<file path="config.mk">
export PLATFORM = sky130hd
export DESIGN_NAME = dmem_arbiter
export DESIGN_NICKNAME = d
export VERILOG_FILES = /design/src/rtl/dmem_arbiter.sv
export SDC_FILE = /design/constraint.sdc
export NUM_CORES = 1
export LEC_CHECK = 0
export ABC_AREA = 1
export ABC_CLOCK_PERIOD_IN_PS = 2300
export CORE_AREA = 2 2 97 99
export DETAILED_ROUTE_END_ITERATION = 10
export DIE_AREA = 0 0 99 101
export PLACE_DENSITY_LB_ADDON = 0.1
export SETUP_SLACK_MARGIN = 0.2
export SLEW_MARGIN = 20
export SYNTH_ARGS = -nofsm -noshare
export SYNTH_HDL_FRONTEND = slang
export SYNTH_SLANG_ARGS = --single-unit
</file>
<file path="constraint.sdc">
create_clock -name clk -period 2.3 [get_ports clk]
set_input_delay 0.46 -clock clk [delete_from_list [all_inputs] [get_ports clk]]
set_output_delay 0.46 -clock clk [all_outputs]
set_load 0.01 [all_outputs]
</file>
<file path="src/rtl/dmem_arbiter.sv">
// dmem_arbiter: shares one single-port data memory between the CPU port and the IO/DMA port, with bounded locked IO bursts.
// Optional build macro DMEM_ARB_ROUND_ROBIN_EN: round-robin on ARB contention instead of fixed CPU priority.
module dmem_arbiter #(
  parameter int ADDR_W    = 14,
  parameter int DATA_W    = 32,
  parameter int MAX_BURST = 8
) (
  input  logic              clk,
  input  logic              rst_n,
  input  logic              cpu_req,
  input  logic              cpu_we,
  input  logic [ADDR_W-1:0] cpu_addr,
  input  logic [DATA_W-1:0] cpu_wdata,
  output logic              cpu_gnt,
  output logic              cpu_rvalid,
  output logic [DATA_W-1:0] cpu_rdata,
  input  logic              io_req,
  input  logic              io_we,
  input  logic              io_lock,
  input  logic [ADDR_W-1:0] io_addr,
  input  logic [DATA_W-1:0] io_wdata,
  output logic              io_gnt,
  output logic              io_rvalid,
  output logic [DATA_W-1:0] io_rdata,
  output logic              mem_en,
  output logic              mem_we,
  output logic [ADDR_W-1:0] mem_addr,
  output logic [DATA_W-1:0] mem_wdata,
  input  logic [DATA_W-1:0] mem_rdata
);
  typedef enum logic {ARB, IO_BURST} state_e;
  typedef enum logic [1:0] {OWN_NONE, OWN_CPU, OWN_IO} owner_e;
  localparam logic [7:0] MAX_CNT = 8'(MAX_BURST);
  state_e     state_q, state_d;
  owner_e     owner_q, owner_d;
  logic [7:0] cnt_q, cnt_d;
  logic       cpu_pri;
  logic       burst_full;
`ifdef DMEM_ARB_ROUND_ROBIN_EN
  logic last_io_q, last_io_d;
  assign cpu_pri = last_io_q;
  // Only contention resolved in ARB moves the round-robin pointer.
  always_comb last_io_d = (state_q == ARB && cpu_req && io_req) ? io_gnt : last_io_q;
  always_ff @(posedge clk or negedge rst_n) begin
    if (!rst_n) last_io_q <= 1'b1;
    else        last_io_q <= last_io_d;
  end
`else
  assign cpu_pri = 1'b1;
`endif
  assign burst_full = cnt_q == MAX_CNT;
  // In a burst the CPU only gets in when IO idles or the burst budget is spent.
  always_comb begin
    cpu_gnt    = rst_n && cpu_req && (!io_req || (state_q == IO_BURST ? burst_full : cpu_pri));
    io_gnt     = rst_n && io_req && !cpu_gnt;
    mem_we     = cpu_gnt ? cpu_we : io_gnt && io_we;
    mem_en     = cpu_gnt ? !cpu_we : io_gnt && !io_we;
    mem_addr   = cpu_gnt ? cpu_addr : io_gnt ? io_addr : '0;
    mem_wdata  = cpu_gnt ? cpu_wdata : io_gnt ? io_wdata : '0;
    cpu_rvalid = owner_q == OWN_CPU;
    io_rvalid  = owner_q == OWN_IO;
    cpu_rdata  = cpu_rvalid ? mem_rdata : '0;
    io_rdata   = io_rvalid ? mem_rdata : '0;
  end
  always_comb begin
    state_d = state_q;
    cnt_d   = cnt_q;
    owner_d = (cpu_gnt && !cpu_we) ? OWN_CPU : (io_gnt && !io_we) ? OWN_IO : OWN_NONE;
    if (io_gnt && io_lock) begin
      state_d = IO_BURST;
      cnt_d   = state_q == ARB ? 8'd1 : burst_full ? cnt_q : cnt_q + 8'd1;
    end else if (cpu_gnt || io_gnt || !io_req) begin
      state_d = ARB;
      cnt_d   = '0;
    end
  end
  always_ff @(posedge clk or negedge rst_n) begin
    if (!rst_n) begin
      state_q <= ARB;
      cnt_q   <= '0;
      owner_q <= OWN_NONE;
    end else begin
      state_q <= state_d;
      cnt_q   <= cnt_d;
      owner_q <= owner_d;
    end
  end
endmodule

</file>
# ---- Word-level counts from Yosys, hierarchy flattened
# Cells that the tools add are included.
dict set report classes {
  n_reduce_logical 17
  addsub 1
  n_mux 17
  n_eq_ne 4
}
# op n
set ops {}
lappend ops {{$mux W32} 4}
lappend ops {{$mux W8} 4}
lappend ops {{$mux W14} 2}
lappend ops {{$add A8 B1 Y8 const B} 1}
lappend ops {{$eq A8 B4 Y1 const B} 1}
lappend ops {{$logic_and A1 B1 Y1} 8}
lappend ops {{$mux W1} 5}
lappend ops {{$logic_not A1 Y1} 4}
lappend ops {{$mux W2} 2}
lappend ops {{$logic_or A1 B1 Y1} 3}
lappend ops {{$ne A3 B3 Y1 const B} 1}
lappend ops {{$eq A2 B1 Y1 const B} 1}
lappend ops {{$eq A2 B2 Y1 const B} 1}
lappend ops {{$reduce_and A2 Y1} 1}
lappend ops {{$reduce_bool A2 Y1} 1}
dict set report totals {
  output_inout_bits 116
  word_cells 42
  ff_bits 11
  input_bits 131
}

# ---- Depth between registers and ports, before layout
# Gate-level depths: netlist of the first run.
dict set report logic_depth {
  ltp_word 10
  mapped_depth 11
  mapped_depth_nobuf 11
}

# ---- Worst setup path before layout of the first run
# Ideal clock, no wire load.
dict set report synth_path {
  path_type {register -> output}
  start {register cnt_q[0]}
  end {output port mem_wdata[10]}
  arrival_time_ns 1.444
  setup_slack_ns 0.396
  path_stages_with_launch 12
  path_cell_list {dfrtp_1 inv_1 ha_1 nand2_1 nor2_1 nand2_2 nand2_4 nand2_4 inv_2 buf_6 buf_6 a22o_1}
}
dict set report synth_via {
  elab_chain_len 8
}
# item line
set synth_lines {}
lappend synth_lines {{from (decl)} 36} ;# logic [7:0] cnt_q, cnt_d;
lappend synth_lines {{from (signal assigned)} 84} ;# cnt_q <= cnt_d;
lappend synth_lines {{$eq A8 B4 Y1 *} 51} ;# assign burst_full = cnt_q == MAX_CNT;
lappend synth_lines {{$mux W1 *} 54} ;# cpu_gnt = rst_n && cpu_req && (!io_req || (state_q == IO_BURST ? burst_full : cpu_pri));
lappend synth_lines {{$logic_or A1 B1 Y1 *} 54}
lappend synth_lines {{$logic_and A1 B1 Y1 *} 54}
lappend synth_lines {{$logic_not A1 Y1} 55} ;# io_gnt = rst_n && io_req && !cpu_gnt;
lappend synth_lines {{$logic_and A1 B1 Y1} 55}
lappend synth_lines {{$mux W32} 59} ;# mem_wdata = cpu_gnt ? cpu_wdata : io_gnt ? io_wdata : '0;
lappend synth_lines {{$mux W32 *} 59}
lappend synth_lines {{to (decl)} 28} ;# output logic [DATA_W-1:0] mem_wdata,
# Mark *: on every way between the ends. The rest lies on a longest branch, timed or not.

# ---- Worst setup path after layout of the first run
dict set report layout_path {
  start {register cnt_q[0]}
  end {output port mem_wdata[3]}
}
# The elaborated chain is that of the path after synthesis.

==> results.cfg, run 1 <==
[route]
detail-route-antenna-nets = 0
wl_microns = 10200
via_per_inst = 4.33
drt_iter0_drc = 84
first_pass_iters = 4
vias = 2804
drc = 0
wl_per_cell_microns = 15.8

[timing]
rsz0062_at_grt = true
fmax_ghz = 0.413
finalCritPeriodShare_pct = 105
finClkSkew_ns = 0.00551
fin_ws_ns = -0.121
slew_viol_final = 0
max_slew_margin_pct = 81.1
fin_crit_ns = 2.42
fin_tns_setup_ns = -3.36
finalSetupViolCount = 41
finalHoldViolCount = 0
worstMarginPinSlew_ns = 0.283

[final_layout]
nets = 669
area_growth_pct = 187
drive_above_1_share_pct = 21.1
instances_no_fill = 647
finish.instance_area_sq_um = 4560

[global_routing]
grt_start_max_net_pins = 34
grtUsageMet1_pct = 18.8
grt_antenna_before_repair = 1
top_usage_layer = met2
track_usage_pct = 18.2
grt.overflow.total = 0
grt_pass1_wl_microns = 14300
first_global_vias = 2804
grt.met2_usage_pct = 34.9
grt_use_met3_pct = 4.72

[yosys]
syn_area_sq_um = 1590
synth_nets = 393
yosysWarnings = 0
seq_area_frac_synth_pct = 17.3
syn_inst = 260
avgSynthCellArea_sq_um = 6.11
ys_ff_latch = 11
ys_types = 23

[die]
start_util_pct = 17.7
io_pins = 247
rows = 35
fp.coreArea_sq_um = 8980
die-area_sq_um = 10000
die_h_microns = 101
dieWidth_microns = 99

[run_status]
status = complete, but fails checks
violations = negative setup slack

[hold_path]
hold_depth = 2
hold_class = register to register

[place]
gp_congestion = 0.775
port_buffers = 246
placed_area_sq_um = 4310
pre_cts_slack_ns = -0.486
place_inst = 625
dp_hpwl_microns = 8020

[power]
peakVddDrop_mv = 0.122
p_leak_nw = 2.84
power_density_nw_per_um2 = 234
power.total_mw = 1.07

[cts]
clk_pin_slew_worst_paths_ns = 0.05
numCtsBuffers = 3
clock_sinks = 11
insertion_delay_ns = 0.24
clockBufferDepth = 2
clock-root-buffer = clkbuf_8
cts_max_level = 1
cts_tree = done

[setup_path]
crit_fanout = 8
cp.arrival_ns = 1.96
endpoint_kind = output pin
start_kind = register
ff2ff_path_depth = 13
cp.required_ns = 1.84
crit_type = register to output pin
worst-r2r-setup-slack_ns = 0.44

[flow_run]
drv_cap = 0
==> kinds of logic after synthesis <==
family	Yosys count	synth area share, %
flip-flops	11	17.3
XOR/XNOR	5	2.76
buffers and inverters	68	18.6
adder cells (fa/ha/maj)	2	1.58
AO/OA/AOI/OAI	50	27.6
AND/OR/NAND/NOR	124	32.2
==> cell usage in the layout (no fill, tap or decap) <==
| cell type | instances |
|---|---|
| a21oi_4 | 1 |
| a22o_1 | 46 |
| a22oi_2 | 1 |
| buf_12 | 5 |
| buf_16 | 3 |
| buf_2 | 33 |
| buf_4 | 25 |
| buf_6 | 20 |
| buf_8 | 1 |
| clkbuf_1 | 1 |
| clkbuf_16 | 4 |
| clkbuf_8 | 3 |
| clkdlybuf4s50_1 | 131 |
| dfrtp_1 | 11 |
| diode_2 | 1 |
| dlygate4sd2_1 | 39 |
| dlymetal6s2s_1 | 26 |
| ha_1 | 1 |
| ha_2 | 1 |
| inv_1 | 44 |
| inv_2 | 7 |
| inv_8 | 1 |
| nand2_1 | 31 |
| nand2_2 | 3 |
| nand2_4 | 2 |
| nand3_1 | 7 |
| nand3_2 | 1 |
| nand3b_1 | 1 |
| nand4_1 | 2 |
| nor2_1 | 74 |
| nor2_2 | 1 |
| nor2_4 | 1 |
| nor3_1 | 1 |
| o21ai_0 | 1 |
| o22ai_1 | 1 |
| xor2_1 | 5 |
==> layout make-up <==
| type | instances | area, sq um |
|---|---|---|
| multi-input cells | 181 | 1040 |
| clock buffers | 4 | 45.0 |
| repair buffers | 287 | 2850 |
| diodes | 1 | 2.50 |
| inverters | 52 | 203 |
| flip-flops and latches | 11 | 275 |
| well taps | 111 | 139 |
| fillers | 930 | 4420 |
==> critical path: stages (launching register included) <==
cell	delay, ns
dfrtp_1	0.37
inv_1	0.06
ha_2	0.17
nand2_2	0.06
nor2_2	0.10
nand2_2	0.08
nand2_4	0.07
a21oi_4	0.06
buf_12	0.14
buf_12	0.13
buf_16	0.13
a22o_1	0.17
buf_2	0.16
==> report_power, final <==
part,switching (mW),internal (mW)
clock network,0.0743,0.122
registers,0.00173,0.197
logic,0.253,0.418
==> cell usage after synthesis <==
| library cell | count | area share [%] |
|---|---|---|
| buf_4 | 1 | 0.47 |
| o22ai_1 | 1 | 0.39 |
| buf_6 | 4 | 2.8 |
| nand3_2 | 1 | 0.63 |
| inv_1 | 47 | 11 |
| nand3_1 | 7 | 2.2 |
| clkbuf_1 | 6 | 1.4 |
| nand3b_1 | 1 | 0.47 |
| nor2_1 | 76 | 18 |
| o21ai_0 | 1 | 0.31 |
| inv_2 | 5 | 1.2 |
| nand2_4 | 2 | 1.4 |
| nand2_2 | 2 | 0.79 |
| xor2_1 | 5 | 2.8 |
| nand2_1 | 32 | 7.6 |
| nand4_1 | 2 | 0.79 |
| nor3_1 | 1 | 0.31 |
| a21oi_4 | 1 | 1.0 |
| a22o_1 | 46 | 25 |
| buf_2 | 5 | 1.6 |
| ha_1 | 2 | 1.6 |
| a22oi_1 | 1 | 0.47 |
| dfrtp_1 | 11 | 17 |
==> timing repair <==
item / CTS / global route
resized for setup: 259 / 47
hold buffers: 0 / 0
gates cloned: 3 / 4
endpoints found under the hold margin: 0 / 0
pin swaps: 1 / 3
setup endpoints to repair: 84 / 76
setup buffers: 6 / 4
==> metrics by stage <==
stage                     util (%)  hold WS (ns)
after floorplan                  -         0.164
after global placement        48.0         0.458
after detailed placement      48.0         0.462
after CTS                     47.6         0.473
after global routing          50.7         0.518
final                         50.7         0.468
==> final timing paths <==
check                                       end                  from
min in group asynchronous  cnt_q[0]$_DFFE_PN0P_                 rst_n
max reg2reg                cnt_q[2]$_DFFE_PN0P_  cnt_q[0]$_DFFE_PN0P_
min                        cnt_q[7]$_DFFE_PN0P_  cnt_q[7]$_DFFE_PN0P_
max                                mem_wdata[3]  cnt_q[0]$_DFFE_PN0P_
max in group asynchronous  cnt_q[4]$_DFFE_PN0P_                 rst_n
min reg2reg                cnt_q[7]$_DFFE_PN0P_  cnt_q[7]$_DFFE_PN0P_
==> flip-flops by register name, summed over array words and instances, names as in the netlist <==
register	cells
cnt_q	8
owner_q	2
state_q	1
==> layer usage <==
layer	part of all wire [%]	routed length [microns]
met2	52	5320
met4	2.2	228
met1	36	3660
met3	9.7	985
met5	0	0
(Power assumes the default switching activity.)
==> run 2, diff against run 1 <==
ABC_CLOCK_PERIOD_IN_PS = 2850   (was 2300)
CORE_AREA = 2 2 96 98   (was 2 2 97 99)
DIE_AREA = 0 0 98 100   (was 0 0 99 101)
clock period = 2.85 ns   (was 2.3 ns; I/O delays follow)
==> results.cfg, run 2 (synthesis results as in run 1) <==
[final_layout]
regMostFlops = cnt_q
largest_reg_flops = 8
drive_above_1_share_pct = 13.1
antenna_cells = 0
area_growth_pct = 168
nets = 646
register_area_sq_um = 275
reg_top3 = cnt_q x8, owner_q x2, state_q x1
finish.instance_area_sq_um = 4260
final_common_cell = clkdlybuf4s50_1
final_cell_mix = 194 x clkdlybuf4s50_1, 75 x nor2_1, 45 x inv_1, 45 x a22o_1, 32 x nand2_1
final_core_util_pct = 47.9
fillers = 899
multi_input_area_sq_um = 1030

[route]
drt_iter0_drc = 37
wl_per_cell_microns = 15.7
via_per_inst = 4.26
detail-route-antenna-nets = 0
drc = 0
wl_microns = 9770
vias = 2657
first_pass_iters = 4

[setup_path]
path_cells = clkdlybuf4s50_1 > nand2_1 > inv_2 > a21oi_4 > bufbuf_16 > a22o_1 > clkdlybuf4s15_2
slowest_delay_ns = 0.40
endpoint_kind = output pin
path_buf_inv = 4
cp.required_ns = 2.28
critPathTopFamily = buffers and inverters
crit_fanout = 12
cpMaxStageDelayCell = clkdlybuf4s50_1
cp.arrival_ns = 2.01
start_kind = input port
crit_type = input port to output pin

[cts]
cts_max_level = 1
insertion_delay_ns = 0.24
clockBufferDepth = 2
clk_pin_slew_worst_paths_ns = 0.05
clock-root-buffer = clkbuf_8
cts_hold_buf = 0
cts_tree = done
clock_sinks = 11
numCtsBuffers = 3

[place]
pre_cts_slack_ns = -0.196
placed_area_sq_um = 4210
port_buffers = 246
gp_congestion = 0.755
dp_hpwl_microns = 8180

[global_routing]
grt_start_max_net_pins = 34
grt_antenna_before_repair = 0
first_global_vias = 2666
grt.overflow.total = 0
grt_pass1_wl_microns = 14200
track_usage_pct = 18.4

[die]
rows = 35
io_pins = 247
dieWidth_microns = 98
start_util_pct = 17.9
fp.coreArea_sq_um = 8890
die_h_microns = 100
die-area_sq_um = 9800

[timing]
rsz0062_at_grt = true
fin_crit_ns = 2.58
max_slew_margin_pct = 77.4
slew_viol_final = 0
finalHoldWorstSlack_ns = 0.462
worstMarginPinSlew_ns = 0.339
finClkSkew_ns = 0.00775
fmax_ghz = 0.387
finalCritPeriodShare_pct = 90.6
finalSetupViolCount = 0
fin_ws_ns = 0.267
finalHoldViolCount = 0

[flow_run]
drv_cap = 0

[power]
peakVddDrop_mv = 0.112
power_density_nw_per_um2 = 194
p_leak_nw = 2.07

[run_status]
status = complete, no violations

[hold_path]
hold_class = input port to async pin
-- run 2: changes by cell type in the layout (fill, tap and decap cells not counted), moves of 6 or more --
| cell | delta |
|---|---|
| buf_2 | -19 |
| buf_4 | -17 |
| buf_6 | -18 |
| clkbuf_2 | +14 |
| clkdlybuf4s15_1 | +6 |
| clkdlybuf4s50_1 | +63 |
| dlygate4sd2_1 | -23 |
| dlymetal6s2s_1 | -26 |
-- run 2: worst reg2reg max path, cell delays in order, from the launching register on --
cell and delay [ns]:
dfrtp_1 0.35, inv_1 0.05, ha_1 0.19, nand2_1 0.08, nor2_2 0.04, nand2_2 0.08, nand2_4 0.07, a21oi_4 0.18
buf_12 0.13, buf_6 0.10, buf_16 0.13, inv_2 0.04, buf_4 0.11, nor2_1 0.11
-- run 2: worst paths after layout --
path                       depth (start not counted)                    to            startpoint  slack [ns]
max                                                7         mem_wdata[10]               cpu_req        0.27
max in group asynchronous                          2  owner_q[0]$_DFF_PN0_                 rst_n        2.23
min                                                2  cnt_q[1]$_DFFE_PN0P_                 rst_n        0.46
min reg2reg                                        2  cnt_q[7]$_DFFE_PN0P_  cnt_q[7]$_DFFE_PN0P_        0.48
max reg2reg                                       13  owner_q[1]$_DFF_PN0_  cnt_q[0]$_DFFE_PN0P_        1.12
min in group clk                                   2  cnt_q[7]$_DFFE_PN0P_  cnt_q[7]$_DFFE_PN0P_        0.48
-- run 2: cell type report --
type                    count  share of cell area [%]
repair buffers            264                    60.4
multi-input cells         181                    24.3
clock buffers               4                    1.06
flip-flops and latches     11                    6.46
well taps                 111                    3.26
inverters                  52                    4.58
-- run 2: metrics by stage --
step / power [mW] / TNS, ns / cells
after CTS: 0.840 / 0 / 622
after detailed placement: 0.687 / -6.06 / 611
after global routing: 0.872 / 0 / 623
after floorplan: 0.322 / 0 / 260
final: 0.825 / 0 / 623
after global placement: 0.687 / -5.56 / 611
-- run 2: what timing repair did --
| item | CTS | global route |
|---|---|---|
| pin swaps | 2 | 2 |
| gates cloned | 2 | 1 |
| gates resized for setup | 103 | 37 |
| buffers inserted | 5 | 0 |
| endpoints found under the setup margin | 50 | 45 |
-- run 2: metal layers --
| layer | GRT usage (%) | vias to the layer above | wire, microns |
|---|---|---|---|
| met5 | 0 | - | 0 |
| met4 | 3.63 | 0 | 119 |
| met3 | 4.74 | 8 | 930 |
| met2 | 35.6 | 160 | 5200 |
| met1 | 20.3 | 1156 | 3520 |
| li1 | - | 1333 | - |
-- run 2: power by group --
| group | internal (mW) | switching, mW |
|---|---|---|
| clock network | 0.0983 | 0.0605 |
| registers | 0.159 | 0.00196 |
| logic | 0.314 | 0.191 |
| total | 0.571 | 0.254 |
